[src/rtl/shift_cmd_seq.sv]
// shift_cmd_seq: command sequencer in front of an 8-bit shift register that
// has no hold code and no reset. Takes one command (op, data, repeat count)
// over valid/ready, drives sr_ctl/sr_din for the required cycles, then
// returns the register contents over a response handshake.
//
// Optional build macro: SHIFT_CMD_SEQ_B2B_EN
//   defined   - a new command may be accepted in RESP on the same edge the
//               response is consumed (back-to-back, no IDLE cycle)
//   undefined - RESP always returns to IDLE before the next command
//
// state   | meaning
// --------+-------------------------------------------------------------
// IDLE    | hold register, cmd_ready high, wait for a command
// EXEC    | drive latched op on sr_ctl for N cycles
// CAPTURE | one hold cycle, sample sr_dout into rsp_data at its end
// RESP    | hold register, present response until rsp_ready
module shift_cmd_seq #(
  parameter int WIDTH = 8,
  parameter int CNT_W = 4
) (
  input  logic             clk,
  input  logic             rst_n,
  input  logic             cmd_valid,
  output logic             cmd_ready,
  input  logic [2:0]       cmd_op,
  input  logic [WIDTH-1:0] cmd_data,
  input  logic [CNT_W-1:0] cmd_cnt,
  output logic [2:0]       sr_ctl,
  output logic [WIDTH-1:0] sr_din,
  input  logic [WIDTH-1:0] sr_dout,
  output logic             rsp_valid,
  input  logic             rsp_ready,
  output logic [WIDTH-1:0] rsp_data,
  output logic             rsp_err,
  output logic             busy
);

  localparam logic [1:0] S_IDLE    = 2'd0;
  localparam logic [1:0] S_EXEC    = 2'd1;
  localparam logic [1:0] S_CAPTURE = 2'd2;
  localparam logic [1:0] S_RESP    = 2'd3;

  localparam logic [2:0] OP_CLEAR = 3'b000;
  localparam logic [2:0] OP_LOAD  = 3'b001;
  localparam logic [2:0] OP_RSVD  = 3'b101;

  logic [1:0]       r_state;
  logic [2:0]       r_op;
  logic [WIDTH-1:0] r_data;
  logic [CNT_W-1:0] r_cnt;
  logic             r_err;
  logic             r_rsp_valid;
  logic [WIDTH-1:0] r_rsp_data;
  logic             r_rsp_err;

  logic             w_cmd_ready;
  logic             w_accept;
  logic [CNT_W-1:0] w_n;
  logic [2:0]       w_ctl;
  logic [WIDTH-1:0] w_din;

  // Number of EXEC cycles the offered command needs.
  always_comb begin
    w_n = cmd_cnt;
    case (cmd_op)
      OP_CLEAR, OP_LOAD: w_n = CNT_W'(1);
      OP_RSVD:           w_n = '0;
      default:           w_n = cmd_cnt;
    endcase
  end

  // Command acceptance; held low while in reset.
  always_comb begin
    w_cmd_ready = 1'b0;
    if (rst_n) begin
      case (r_state)
        S_IDLE: w_cmd_ready = 1'b1;
`ifdef SHIFT_CMD_SEQ_B2B_EN
        S_RESP: w_cmd_ready = rsp_ready;
`endif
        default: w_cmd_ready = 1'b0;
      endcase
    end
  end

  assign w_accept = cmd_valid & w_cmd_ready;

  // Shift register drive: clear during reset, latched op in EXEC, and
  // otherwise a load of its own output, which is how hold is emulated.
  always_comb begin
    w_ctl = OP_LOAD;
    w_din = sr_dout;
    if (!rst_n) begin
      w_ctl = OP_CLEAR;
      w_din = '0;
    end else if (r_state == S_EXEC) begin
      w_ctl = r_op;
      w_din = (r_op == OP_LOAD) ? r_data : '0;
    end
  end

  // Sequencer state, repeat counter and response registers.
  always_ff @(posedge clk or negedge rst_n) begin
    if (!rst_n) begin
      r_state     <= S_IDLE;
      r_op        <= OP_CLEAR;
      r_data      <= '0;
      r_cnt       <= '0;
      r_err       <= 1'b0;
      r_rsp_valid <= 1'b0;
      r_rsp_data  <= '0;
      r_rsp_err   <= 1'b0;
    end else begin
      case (r_state)
        S_EXEC: begin
          r_cnt <= r_cnt - CNT_W'(1);
          if (r_cnt == CNT_W'(1)) r_state <= S_CAPTURE;
        end
        S_CAPTURE: begin
          r_rsp_data  <= sr_dout;
          r_rsp_err   <= r_err;
          r_rsp_valid <= 1'b1;
          r_state     <= S_RESP;
        end
        S_RESP: begin
          if (rsp_ready) begin
            r_rsp_valid <= 1'b0;
            r_rsp_err   <= 1'b0;
            r_state     <= S_IDLE;
          end
        end
        default: r_state <= S_IDLE;
      endcase
      // Acceptance (IDLE, or RESP in back-to-back builds) overrides the
      // state update above. Op 101 gets N=0 so it never reaches sr_ctl.
      if (w_accept) begin
        r_op    <= cmd_op;
        r_data  <= cmd_data;
        r_cnt   <= w_n;
        r_err   <= (cmd_op == OP_RSVD);
        r_state <= (w_n != '0) ? S_EXEC : S_CAPTURE;
      end
    end
  end

  assign cmd_ready = w_cmd_ready;
  assign sr_ctl    = w_ctl;
  assign sr_din    = w_din;
  assign rsp_valid = r_rsp_valid;
  assign rsp_data  = r_rsp_data;
  assign rsp_err   = r_rsp_err;
  assign busy      = (r_state != S_IDLE);

endmodule

[config.mk]
export PLATFORM = sky130hd
export DESIGN_NAME = shift_cmd_seq
export DESIGN_NICKNAME = d
export VERILOG_FILES = /design/src/rtl/shift_cmd_seq.sv
export SDC_FILE = /design/constraint.sdc
export NUM_CORES = 1
export LEC_CHECK = 0
export CORE_MARGIN = 1.5
export CORE_UTILIZATION = 49
export DETAILED_ROUTE_END_ITERATION = 12
export PLACE_DENSITY = 0.93
export SLEW_MARGIN = 20
export SYNTH_ARGS = -nofsm -noshare
export SYNTH_HDL_FRONTEND = slang
export SYNTH_SLANG_ARGS = --single-unit
[constraint.sdc]
create_clock -name clk -period 2.3 [get_ports clk]
set_input_delay 0.46 -clock clk [delete_from_list [all_inputs] [get_ports clk]]
set_output_delay 0.46 -clock clk [all_outputs]
set_load 0.05 [all_outputs]
Yosys cells after proc, flatten, opt, wreduce, memory -nomap -nowiden. Cells that the tools add are included.

Bits of input ports: 27. Output and inout bits: 23. Register bits: 28.

Bitwise operators: 1. Mux-type cells: 18. Reductions and logical operators: 9. $add $sub $neg: 1. Eq/ne operators: 10.

Operators by type and width (number): $mux 8 (3); $mux 2 (4); $mux 4 (2); $pmux 4 s2 (1); $eq 3x1->1 const B (2); $mux 3 (2); $pmux 2 s3 (1); $reduce_bool 2->1 (3); $eq 2x2->1 const B (2); $eq 4x1->1 const B (1); $pmux 1 s2 (2); $reduce_and 2->1 (2); $reduce_bool 4->1 (1); $sub 4x1->4 const B (1); $eq 3x3->1 const B (1); $logic_not 3->1 (1); $mux 1 (3); $ne 3x2->1 const B (1); $ne 3x3->1 const B (1); $eq 2x1->1 const B (1); $logic_not 2->1 (1); $ne 2x2->1 const B (1); $reduce_or 2->1 (1); $and 1x1->1 (1).

Longest topological paths before layout. Gate-level depths: netlist of run 1.

Word-level depth: 6. Gate-level depth with buffers: 7. Depth with buffers taken out: 6.

Worst setup path before layout of run 1. No wires, ideal clock.

Path type: register -> output. Start: reg r_state[1]. End: out sr_ctl[0]. Required time: 1840 ps. Stages on the path, launching flop included: 5. Path slack: -102 ps. Buffers on the path: 1. Arrival: 1942 ps. Cell sequence: dfrtp_1 > inv_1 > ha_1 > buf_6 > a21boi_0.

Word-level cells in the longest chain between the ends: 3.

RTL lines: start: declaration (line 47) `logic [1:0] r_state;`; start signal: assignment (line 141) `r_state <= (w_n != '0) ? S_EXEC : S_CAPTURE;`; $eq 2x1->1 (line 96) `end else if (r_state == S_EXEC) begin`; $mux 3 (line 96); $mux 3 (line 93) `if (!rst_n) begin`; end: declaration (line 28) `output logic [2:0] sr_ctl,`.

Every way passes these cells.

Final worst setup path of run 1.
Start: reg r_state[1]. End: out sr_din[4].

Word-level cells in the longest chain between the ends: 3.

RTL lines: $eq 2x1->1 (line 96); $mux 8 (line 96); $mux 8 (line 93); end: declaration (line 29) `output logic [WIDTH-1:0] sr_din,`.

Every way passes these cells.

==> summary.md, run 1 <==
| Metric | Value |
|---|---|
| Placed wire-length estimate | 2780 um |
| Maximum clock path buffer count | 2 |
| Share of the cycle needed by the critical path after routing | 97.8% |
| Number of I/O pins | 50 |
| Unrepaired setup endpoints after global routing | yes |
| Clock tree from TritonCTS | yes |
| Synthesized netlist cell count | 156 |
| Max-cap violation count | 0 |
| Die Span Y | 59.0 um |
| Worst vdd rail ir drop | 911 uV |
| Worst setup margin | 0.0513 ns |
| Number of vias after detailed routing | 1334 |
| Starting Density | 51.1% |
| 1st-pass router iterations | 4 |
| Nets in the synthesized netlist | 189 |
| Maximum clock frequency | 445 MHz |
| # clock sinks | 28 |
| Slowest cell delay on critical path | 0.43 ns |
| Antenna violations before repair | 0 |
| Setup TNS | 0 ns |
| Remaining DRCs | 0 |
| Clock buffer count from CTS | 3 |
| Required time of the worst setup path | 1.84 ns |
| Pin slew with the least headroom to its limit | 0.557 ns |
| Via/cell ratio | 5.40 |
| Insertion delay to the later sink of the worst-skew pair | 0.34 ns |
| Minimum period implied by the final worst setup slack | 2.25 ns |
| Cell count after placement | 238 |
| Final setup violating endpoints | 0 |
| WL final | 3870 um |
| Synth Warn # | 0 |
| H-tree depth reported by CTS | 1 |
| Worst clock skew on the final layout | 0.00391 ns |
| Place WS | 0.171 ns |
| Synthesized area per cell | 9.84 um2 |
| Critical path's top delay family | flip-flops |
| Number of placement rows | 20 |
| Global route total overflow | 0 |
| Number of endpoints with negative hold slack in the final report | 0 |
| Starting DRT DRC Count | 31 |
| Path type of the worst setup path | reg2out |
| Clock-pin slew on the worst setup and hold paths | 0.15 ns |
| Routability-driven placement congestion ratio | 0.776 |
| Slew Limit Headroom | 62.9% |
| Capturing element type of the critical path | primary output |
| Final standard cell count with taps included and fillers excluded | 247 |
| Master of the slowest instance on the critical path | sky130_fd_sc_hd__dfrtp_1 |
| Worst endpoint data arrival time | 1.79 ns |
| IO Port Bufs | 49 |
| Path type of the worst min-delay path | in2async |
| Wire length of the first global-routing pass | 6330 um |
| Kind of start point of the critical path | register |
| Pin count of the biggest net entering global routing | 24 |
| Synth unique cells | 36 |
| Crit Path Max Fanout | 6 |
| Register bit total from synthesis | 28 |
| Standby leakage power | 1.06 nW |
| Result of the run | completed |
| Width of the chip | 59.0 um |
| Count of inserted antenna diode cells | 0 |
| Crit-path cells | inv_2 -> ha_4 -> nor4b_4 -> buf_6 -> a21oi_1 -> nor2b_2 -> buf_12 |
| Combined global-route utilization of all metal layers | 24.4% |
| Portion of the post-synthesis area used by sequential elements | 45.6% |
| Pwr per Cell Area | 1320 mW/mm2 |
| Number of global-route vias before repair | 1373 |
| Worst Path Buf+Inv | 3 |
| Antenna Violating Nets Remaining | 0 |
| Wire length per cell after detailed routing | 15.7 um |
| Cell area after synthesis | 0.00154 mm2 |
| Layout-stage area growth over the synthesis result | 52.5% |
| Slew Viols, Final | 0 |
| Die ar. | 0.00348 mm2 |
| Standard cell core area | 0.00300 mm2 |
| Number of buffers inserted for hold repair after clock tree synthesis | 0 |
| Share of cells above drive strength 1 | 28.5% |
| Library cell used as clock root buffer | sky130_fd_sc_hd__clkbuf_4 |
| Layout net count | 248 |
## cell usage in the layout (no fill, tap or decap), types with 3 or more instances in the layout
cell                              netlist  routed
sky130_fd_sc_hd__nand2_1               37      37
sky130_fd_sc_hd__clkdlybuf4s50_1        0      36
sky130_fd_sc_hd__dfrtp_1               28      28
sky130_fd_sc_hd__buf_12                 0      13
sky130_fd_sc_hd__buf_4                  1       9
sky130_fd_sc_hd__nor2b_2                0       8
sky130_fd_sc_hd__mux2_2                 8       8
sky130_fd_sc_hd__inv_1                  8       7
sky130_fd_sc_hd__nor2b_1               14       6
sky130_fd_sc_hd__a21oi_2                0       6
sky130_fd_sc_hd__and2b_1                6       6
sky130_fd_sc_hd__ha_1                   6       5
sky130_fd_sc_hd__a21oi_1                9       3
sky130_fd_sc_hd__and3_1                 3       3
sky130_fd_sc_hd__nor2_1                 3       3
sky130_fd_sc_hd__clkbuf_4               0       3
## flip-flops by register name, summed over array words and instances, names as in the netlist
register	flops
r_data	8
r_state	2
r_cnt	4
rsp_data	8
rsp_valid	1
r_op	3
r_err	1
rsp_err	1
## cell families (layout without fill, tap and decap cells)
logic type | count (synthesis) | in the layout | synth area share [%]
XOR/XNOR | 3 | 3 | 1.71
multiplexers | 10 | 10 | 7.17
adder cells (fa/ha/maj) | 6 | 6 | 4.89
AND/OR/NAND/NOR | 72 | 72 | 25.8
AO/OA/AOI/OAI | 23 | 23 | 10.4
flip-flops | 28 | 28 | 45.6
buffers and inverters | 14 | 72 | 4.40
## layout make-up
class                      instances  area (um2)
sequential                        28         701
fill                             190         662
clock buffer                       4        36.3
timing repair buffer              60         711
inverter                           8        30.0
multi-input combinational        114         822
tap                               33        41.3
## cells in the mapped netlist
cell type / n / area share, %
sky130_fd_sc_hd__inv_1: 8 / 2.0
sky130_fd_sc_hd__nor2_2: 1 / 0.41
sky130_fd_sc_hd__buf_4: 1 / 0.49
sky130_fd_sc_hd__a221oi_1: 1 / 0.57
sky130_fd_sc_hd__nor4_2: 1 / 0.81
sky130_fd_sc_hd__nand2_2: 1 / 0.41
sky130_fd_sc_hd__o21ai_1: 2 / 0.65
sky130_fd_sc_hd__buf_6: 1 / 0.73
sky130_fd_sc_hd__o22a_1: 1 / 0.57
sky130_fd_sc_hd__nor4b_4: 2 / 3.1
sky130_fd_sc_hd__o21a_1: 1 / 0.49
sky130_fd_sc_hd__nand2_1: 37 / 9.0
sky130_fd_sc_hd__a21boi_0: 1 / 0.49
sky130_fd_sc_hd__a221o_1: 1 / 0.65
sky130_fd_sc_hd__mux2i_1: 2 / 1.3
sky130_fd_sc_hd__nor2b_1: 14 / 5.7
sky130_fd_sc_hd__nand3_1: 1 / 0.33
sky130_fd_sc_hd__buf_2: 3 / 0.98
sky130_fd_sc_hd__o21ai_0: 2 / 0.65
sky130_fd_sc_hd__mux2_2: 8 / 5.9
sky130_fd_sc_hd__a21o_2: 1 / 0.57
sky130_fd_sc_hd__and3_1: 3 / 1.2
sky130_fd_sc_hd__nor2_1: 3 / 0.73
sky130_fd_sc_hd__dfrtp_1: 28 / 46
sky130_fd_sc_hd__nor3_1: 2 / 0.65
sky130_fd_sc_hd__a21boi_4: 1 / 1.2
sky130_fd_sc_hd__ha_1: 6 / 4.9
sky130_fd_sc_hd__o22ai_1: 1 / 0.41
sky130_fd_sc_hd__o21ai_2: 1 / 0.57
sky130_fd_sc_hd__clkbuf_1: 1 / 0.24
sky130_fd_sc_hd__a22o_1: 1 / 0.57
sky130_fd_sc_hd__xnor2_1: 2 / 1.1
sky130_fd_sc_hd__a21oi_1: 9 / 2.9
sky130_fd_sc_hd__xor2_1: 1 / 0.57
sky130_fd_sc_hd__and2b_1: 6 / 2.9
sky130_fd_sc_hd__and2_2: 1 / 0.49
## where the power goes
part / switching [mW] / internal (mW)
combinational: 1.08 / 0.838
clock: 0.154 / 0.0973
sequential: 0.190 / 0.731
total: 1.42 / 1.67
## routing by layer
| metal | track usage [%] | up-vias | part of all wire (%) |
|---|---|---|---|
| li1 | - | 634 | - |
| met1 | 29.0 | 631 | 38 |
| met2 | 43.8 | 60 | 55 |
| met3 | 4.15 | 9 | 4.8 |
| met4 | 9.42 | 0 | 2.2 |
| met5 | 0 | - | 0 |
## final timing paths
path | to | cells past startpoint | slack (ns) | startpoint
max in group asynchronous | rsp_data[3] | 3 | 1.51 | rst_n
min in group clk | r_data[4] | 2 | 0.50 | r_data[4]
worst min register to register | r_data[4] | 2 | 0.50 | r_data[4]
worst max register to register | r_cnt[1] | 6 | 0.46 | r_state[0]
worst max-delay path | sr_din[4] | 7 | 0.05 | r_state[1]
worst min-delay path | rsp_err | 2 | 0.49 | rst_n
## timing repair
| item | 4_1_cts | 5_1_grt |
|---|---|---|
| setup buffers | 3 | 2 |
| gates cloned | 0 | 0 |
| resized for setup | 0 | 11 |
| endpoints found under the setup margin | 8 | 8 |
| pin swaps | 0 | 4 |
## stage by stage
step           hold WS [ns]  util, %  instance area (um2)  power (mW)
3_3_place_gp          0.453     74.1                 2220        2.66
2_1_floorplan         0.164        -                 1560        2.10
6_report              0.485     78.0                 2340        3.09
3_5_place_dp          0.462     74.1                 2220        2.73
4_1_cts               0.495     76.0                 2280        2.99
5_1_grt               0.473     78.0                 2340        3.27
Note: power is estimated with default switching activity, not from simulation.
==> run 2: changes to the inputs <==
--- a/config.mk
+++ b/config.mk
@@ -9,6 +9,7 @@
 export CORE_UTILIZATION = 49
 export DETAILED_ROUTE_END_ITERATION = 12
 export PLACE_DENSITY = 0.93
+export RECOVER_POWER = 100
 export SLEW_MARGIN = 20
 export SYNTH_ARGS = -nofsm -noshare
 export SYNTH_HDL_FRONTEND = slang
==> run 2 against run 1 <==
  * Sequential power barely moved
  * Register-to-register slack is essentially flat
  * Via count stayed put
  * Total power hardly changed
  * Critical path depth stayed put
  * Design area is the same
  * Utilization unchanged
  * Global-route usage did not move
  * Routed wire length did not move
  * Sequential cell count is the same
  * Non-clock buffer count stayed put
==> summary.md, run 2 (same netlist as run 1, synthesis figures left out) <==
| Metric | Value |
|---|---|
| Standby leakage power | 1.06 nW (about the same) |
| Maximum clock frequency | 445 MHz (unchanged) |
| Most crowded layer after global routing | met2 (unchanged) |
| Number of global-route vias before repair | 1373 (unchanged) |
| # clock sinks | 28 (unchanged) |
| Slew Viols, Final | 0 (unchanged) |
| Wire length per cell after detailed routing | 15.7 um (unchanged) |
| Setup slack on the worst flop-to-flop path | 0.46 ns (about the same) |
| Width of the chip | 59.0 um (unchanged) |
| Unrepaired setup endpoints after global routing | yes (unchanged) |
| Combined global-route utilization of all metal layers | 24.4% (unchanged) |
| Pin count of the biggest net entering global routing | 24 (unchanged) |
| Utilization after layout | 78.0% (unchanged) |
| Number of buffers inserted for hold repair after clock tree synthesis | 0 (unchanged) |
| Grt met3 use | 4.15% (unchanged) |
| Share of total power consumed by net switching | 46.1% (about the same) |
| Met2 Resource Use GR | 43.8% (unchanged) |
| Worst setup margin | 0.0513 ns (unchanged) |
| Via/cell ratio | 5.40 (unchanged) |
| Layout net count | 248 (unchanged) |
| Number of endpoints with negative hold slack in the final report | 0 (unchanged) |
| Setup TNS | 0 ns (unchanged) |
| Clock tree from TritonCTS | yes (unchanged) |
| Filler cells | 190 (unchanged) |
| Multi-input logic area | 822 um2 (unchanged) |
| Fin Hold WS | 0.502 ns (was 0.485 ns) |
| Starting Density | 51.1% (unchanged) |
| Clock power frac | 8.1% (about the same) |
| Clock buffer count from CTS | 3 (unchanged) |
| Worst clock skew on the final layout | 0.00391 ns (unchanged) |
| Antenna violations before repair | 0 (unchanged) |
| Final setup violating endpoints | 0 (unchanged) |
| Crit Path Max Fanout | 6 (unchanged) |
| Master of the slowest instance on the critical path | sky130_fd_sc_hd__dfrtp_1 (unchanged) |
| WL final | 3870 um (unchanged) |
| Die ar. | 0.00348 mm2 (unchanged) |
| Global route total overflow | 0 (unchanged) |
| H-tree depth reported by CTS | 1 (unchanged) |
| Die Span Y | 59.0 um (unchanged) |
| Result of the run | completed (unchanged) |
| Minimum period implied by the final worst setup slack | 2.25 ns (unchanged) |
| Crit-path cells | inv_2 -> ha_4 -> nor4b_4 -> buf_6 -> a21oi_1 -> nor2b_2 -> buf_12 (unchanged) |
| Insertion delay to the later sink of the worst-skew pair | 0.34 ns (about the same) |
| Path type of the worst min-delay path | reg2reg (was in2async) |
| Maximum clock path buffer count | 2 (unchanged) |
| Pwr per Cell Area | 1320 mW/mm2 (about the same) |
| Share of the cycle needed by the critical path after routing | 97.8% (unchanged) |
| Antenna Violating Nets Remaining | 0 (unchanged) |
| Internal power | 1.67 mW (about the same) |
| Standard cell core area | 0.00300 mm2 (unchanged) |
| Sequential share of power | 29.8% (about the same) |
| Required time of the worst setup path | 1.84 ns (about the same) |
| Path type of the worst setup path | reg2out (unchanged) |
| Library cell used as clock root buffer | sky130_fd_sc_hd__clkbuf_4 (unchanged) |
| Routability-driven placement congestion ratio | 0.776 (unchanged) |
| Starting DRT DRC Count | 31 (unchanged) |
| Count of inserted antenna diode cells | 0 (unchanged) |
| Wire length of the first global-routing pass | 6330 um (unchanged) |
| Pin slew with the least headroom to its limit | 0.557 ns (unchanged) |
| Most common library cell in the layout ignoring fill and taps | sky130_fd_sc_hd__nand2_1 (unchanged) |
| Met1 track demand over resource in global routing | 29.0% (unchanged) |
| Slew Limit Headroom | 62.9% (unchanged) |
| Slowest cell delay on critical path | 0.43 ns (about the same) |
| IO Port Bufs | 49 (unchanged) |
| Share of cells above drive strength 1 | 28.5% (unchanged) |
| Worst vdd rail ir drop | 911 uV (about the same) |
| Capturing element type of the critical path | primary output (unchanged) |
| Worst endpoint data arrival time | 1.79 ns (about the same) |
| 1st-pass router iterations | 4 (unchanged) |
| Max-cap violation count | 0 (unchanged) |
| Kind of start point of the critical path | register (unchanged) |
| Place WS | 0.171 ns (unchanged) |
| Placed wire-length estimate | 2780 um (unchanged) |
| Portion of total power attributed to combinational logic | 62.1% (about the same) |
| Switching power | 1.42 mW (about the same) |
| Leading cell types in the layout, fill and taps excluded | sky130_fd_sc_hd__nand2_1 (37), sky130_fd_sc_hd__clkdlybuf4s50_1 (35), sky130_fd_sc_hd__dfrtp_1 (28), sky130_fd_sc_hd__buf_12 (13), sky130_fd_sc_hd__buf_4 (9) (was sky130_fd_sc_hd__nand2_1 (37), sky130_fd_sc_hd__clkdlybuf4s50_1 (36), sky130_fd_sc_hd__dfrtp_1 (28), sky130_fd_sc_hd__buf_12 (13), sky130_fd_sc_hd__buf_4 (9)) |
| Number of I/O pins | 50 (unchanged) |
| Layout-stage area growth over the synthesis result | 52.5% (unchanged) |
| Remaining DRCs | 0 (unchanged) |
| FF/Latch Area | 701 um2 (unchanged) |
| Number of placement rows | 20 (unchanged) |
| Number of vias after detailed routing | 1334 (unchanged) |
| Clock-pin slew on the worst setup and hold paths | 0.15 ns (about the same) |
-- run 2: cell types whose count changed in the layout (fill, tap and decap cells not counted), sizes merged --
cell           previous run  this run
clkdlybuf4s50            36        35
dlygate4sd3               0         1
-- run 2: power by group through the flow --
stage / Sequential [mW] / Clock [mW] / Combinational (mW)
5_1_grt: 0.948 / 0.280 / 2.04
2_1_floorplan: 1.19 / 0 / 0.907
6_report: 0.921 / 0.251 / 1.92
3_3_place_gp: 0.900 / 0 / 1.76
3_5_place_dp: 0.917 / 0 / 1.81
4_1_cts: 0.898 / 0.245 / 1.85
-- run 2: path summary, 6_finish.rpt --
check,startpoint,end,cells past startpoint
worst max-delay path,r_state[1],sr_din[4],7
worst min-delay path,r_data[4],r_data[4],2
worst max register to register,r_state[0],r_cnt[1],6
worst min register to register,r_data[4],r_data[4],2
max in group asynchronous,rst_n,rsp_data[3],3
min in group asynchronous,rst_n,rsp_err,2
-- run 2: stage by stage --
step / total power [mW] / cells / instance area [um2]
after floorplan: 2.10 / 156 / 1560
after global placement: 2.66 / 238 / 2220
after detailed placement: 2.73 / 238 / 2220
after CTS: 2.99 / 245 / 2280
after global routing: 3.27 / 247 / 2340
final: 3.09 / 247 / 2340
-- run 2: repair_timing --
action,in CTS,in global routing
pin swaps,0,4
cloned,0,0
setup endpoints to repair,8,8
buffers inserted,3,2
gates resized for setup,0,11
-- run 2: worst max-delay path, delay by kind of cell (launching register included) --
family                     cells  cell delay, ns
AOI/OAI and AO/OA              1            0.08
and+or+nand+nor                2            0.38
adders and majority gates      1            0.13
DFF                            1            0.43
buffers and inverters          3            0.41
-- run 2: metal layers --
layer	up-vias	part of all wire, %
met2	60	55
met4	0	2.2
met1	631	38
li1	634	-
met3	9	4.8
met5	-	0
-- run 2: layout make-up --
cell class | count | share of cell area, %
clock buffer | 4 | 1.55
inverter | 8 | 1.28
multi-input combinational | 114 | 35.1
sequential | 28 | 29.9
tap | 33 | 1.76
timing repair buffer | 60 | 30.4
==> run 3: changes to the inputs <==
==> constraint.sdc (replaced) <==
create_clock -name clk -period 2.7 [get_ports clk]
set_input_delay 0.54 -clock clk [delete_from_list [all_inputs] [get_ports clk]]
set_output_delay 0.54 -clock clk [all_outputs]
set_load 0.05 [all_outputs]
==> run 3 against run 2 <==
  * First-iteration DRC count shrank 9.7%
  * Sequential share of layout area grew 3.7 points
  * Die area is the same
  * Non-clock buffer count shrank 7
  * Worst hold slack gained 0.0063 ns
  * Combinational power shrank 29%
  * Sequential power shrank 16%
  * Clock power shrank 18%
  * Critical path type unchanged
  * Highest routed layer unchanged
  * Sequential cell count is the same
  * Routed wire length shrank 12%
==> summary.md, run 3 (same netlist as run 1, synthesis figures left out) <==
| Metric | Value |
|---|---|
| IO Port Bufs | 49 (unchanged) |
| Post-DP Area | 0.00218 mm2 (was 0.00222 mm2) |
| Final setup violating endpoints | 0 (unchanged) |
| Wire length of the first global-routing pass | 5640 um (was 6330 um) |
| Setup bufs post-CTS | 0 (was 3) |
| Utilization after layout | 69.5% (was 78.0%) |
| Kind of start point of the critical path | register (unchanged) |
| Combined global-route utilization of all metal layers | 20.9% (was 24.4%) |
| Share of the cycle needed by the critical path after routing | 92.5% |
| Path type of the worst setup path | reg2out (unchanged) |
| Global route total overflow | 0 (unchanged) |
| Standard cell core area | 0.00300 mm2 (unchanged) |
| WL final | 3410 um (was 3870 um) |
| Place WS | 0.321 ns (was 0.171 ns) |
| Filler cells | 234 (was 190) |
| Pin count of the biggest net entering global routing | 42 (was 24) |
| Pin slew with the least headroom to its limit | 0.559 ns (was 0.557 ns) |
| Routability-driven placement congestion ratio | 0.822 (was 0.776) |
| Clock power frac | 8.8% (was 8.1%) |
| Clock-pin slew on the worst setup and hold paths | 0.15 ns (about the same) |
| Post-route cell area | 0.00209 mm2 (was 0.00234 mm2) |
| Die Span Y | 59.0 um (unchanged) |
| Most common library cell in the layout ignoring fill and taps | sky130_fd_sc_hd__nand2_1 (unchanged) |
| Unrepaired setup endpoints after global routing | no (was yes) |
| Number of buffers inserted for hold repair after clock tree synthesis | 0 (unchanged) |
| Number of vias after detailed routing | 1259 (was 1334) |
| Library cell used as clock root buffer | sky130_fd_sc_hd__clkbuf_4 (unchanged) |
| Worst vdd rail ir drop | 601 uV (was 911 uV) |
| # resized after CTS | 0 (unchanged) |
| Maximum clock path buffer count | 2 (unchanged) |
| Capturing element type of the critical path | primary output (unchanged) |
| Antenna Violating Nets Remaining | 0 (unchanged) |
| Result of the run | completed (unchanged) |
| Leading cell types in the layout, fill and taps excluded | sky130_fd_sc_hd__nand2_1 (38), sky130_fd_sc_hd__dfrtp_1 (28), sky130_fd_sc_hd__clkdlybuf4s50_1 (25), sky130_fd_sc_hd__nor2b_1 (14), sky130_fd_sc_hd__dlygate4sd3_1 (12) (was sky130_fd_sc_hd__nand2_1 (37), sky130_fd_sc_hd__clkdlybuf4s50_1 (35), sky130_fd_sc_hd__dfrtp_1 (28), sky130_fd_sc_hd__buf_12 (13), sky130_fd_sc_hd__buf_4 (9)) |
| Setup TNS | 0 ns (unchanged) |
| Critical R2R Launch | r_state[1] (was r_state[0]) |
| # clock sinks | 28 (unchanged) |
| Pwr per Cell Area | 1120 mW/mm2 (was 1320 mW/mm2) |
| Layout-stage area growth over the synthesis result | 35.9% (was 52.5%) |
| Internal power | 1.24 mW (was 1.67 mW) |
| Worst clock skew on the final layout | 0.00153 ns (was 0.00391 ns) |
| Starting DRT DRC Count | 28 (was 31) |
| Number of global-route vias before repair | 1238 (was 1373) |
| Max-cap violation count | 0 (unchanged) |
| Starting Density | 51.1% (unchanged) |
| Clock tree from TritonCTS | yes (unchanged) |
| Minimum period implied by the final worst setup slack | 2.50 ns |
| Placed wire-length estimate | 2460 um (was 2780 um) |
| Width of the chip | 59.0 um (unchanged) |
| Share of cells above drive strength 1 | 15.5% (was 28.5%) |
| Required time of the worst setup path | 2.16 ns (was 1.84 ns) |
| Via/cell ratio | 5.25 (was 5.40) |
| Number of endpoints with negative hold slack in the final report | 0 (unchanged) |
| Maximum clock frequency | 401 MHz |
| Slew Limit Headroom | 62.7% (was 62.9%) |
| Worst endpoint data arrival time | 1.96 ns (was 1.79 ns) |
| Wire length per cell after detailed routing | 14.2 um (was 15.7 um) |
| Number of I/O pins | 50 (unchanged) |
| Layout net count | 241 (was 248) |
| Sequential share of power | 32.9% (was 29.8%) |
| Crit Path Max Fanout | 4 (was 6) |
| Start point of the worst min-delay path | r_data[4] (unchanged) |
| Share of total power consumed by net switching | 47.2% (was 46.1%) |
| Standby leakage power | 1.00 nW (was 1.06 nW) |
| Path type of the worst min-delay path | reg2reg (unchanged) |
| Remaining DRCs | 0 (unchanged) |
| Slew Viols, Final | 0 (unchanged) |
| Die ar. | 0.00348 mm2 (unchanged) |
| Worst setup margin | 0.203 ns (was 0.0513 ns) |
| Count of inserted antenna diode cells | 0 (unchanged) |
| First element of the critical path | r_state[1] (unchanged) |
| Insertion delay to the later sink of the worst-skew pair | 0.32 ns (was 0.34 ns) |
| H-tree depth reported by CTS | 1 (unchanged) |
| Switching power | 1.10 mW (was 1.42 mW) |
| Clock buffer count from CTS | 3 (unchanged) |
| Setup slack on the worst flop-to-flop path | 0.81 ns (was 0.46 ns) |
| 1st-pass router iterations | 4 (unchanged) |
| Portion of total power attributed to combinational logic | 58.4% (was 62.1%) |
| Number of placement rows | 20 (unchanged) |
| Antenna violations before repair | 0 (unchanged) |
[run 3: cell count changes in the layout (fill, tap and decap cells not counted), moves of 6 or more]
| cell | change |
|---|---|
| sky130_fd_sc_hd__dlygate4sd3_1 | +11 |
| sky130_fd_sc_hd__buf_12 | -10 |
| sky130_fd_sc_hd__clkdlybuf4s50_1 | -10 |
| sky130_fd_sc_hd__clkbuf_2 | +8 |
| sky130_fd_sc_hd__nor2b_1 | +8 |
| sky130_fd_sc_hd__nor2b_2 | -8 |
| sky130_fd_sc_hd__buf_4 | -7 |
| sky130_fd_sc_hd__a21oi_1 | +6 |
| sky130_fd_sc_hd__a21oi_2 | -6 |
[run 3: area by class of cell]
type                    instances  area, um2  area share [%]
well taps                      33       41.3            1.98
multi-input cells             114        763            36.6
flip-flops and latches         28        701            33.6
repair buffers                 53        514            24.7
clock buffers                   4       36.3            1.74
inverters                       8       30.0            1.44
[run 3: worst max-delay path, stage by stage (launching register included)]
cell	delay, ns
sky130_fd_sc_hd__dfrtp_1	0.43
sky130_fd_sc_hd__inv_1	0.09
sky130_fd_sc_hd__ha_1	0.20
sky130_fd_sc_hd__inv_1	0.05
sky130_fd_sc_hd__dlygate4sd3_1	0.86
[run 3: path summary, 6_finish.rpt]
path                                    end  depth (start not counted)
worst max-delay path                   busy                          4
worst min-delay path              r_data[4]                          2
worst max register to register   r_state[1]                          6
worst min register to register    r_data[4]                          2
max in group asynchronous       rsp_data[3]                          2
min in group asynchronous         rsp_valid                          2
[run 3: metal layers]
layer  vias to the layer above  part of all wire, %  GRT usage [%]
li1                        615                    -              -
met1                       604                   46           30.1
met2                        38                   49           34.1
met3                         2                  4.7           2.84
met4                         0                 0.56           3.90
met5                         -                    0              0
[run 3: power groups by stage]
stage	combinational, mW	sequential, mW	clock [mW]
global route	1.47	0.793	0.228
CTS	1.52	0.774	0.207
detailed placement	1.51	0.780	0
floorplan	0.759	1.01	0
finish	1.37	0.770	0.206
global placement	1.47	0.770	0
[run 3: per-stage QoR]
step / std cells / hold slack (ns) / total power [mW]
CTS: 239 / 0.503 / 2.50
floorplan: 156 / 0.244 / 1.77
finish: 240 / 0.509 / 2.34
global route: 240 / 0.530 / 2.49
detailed placement: 235 / 0.463 / 2.29
global placement: 235 / 0.462 / 2.24
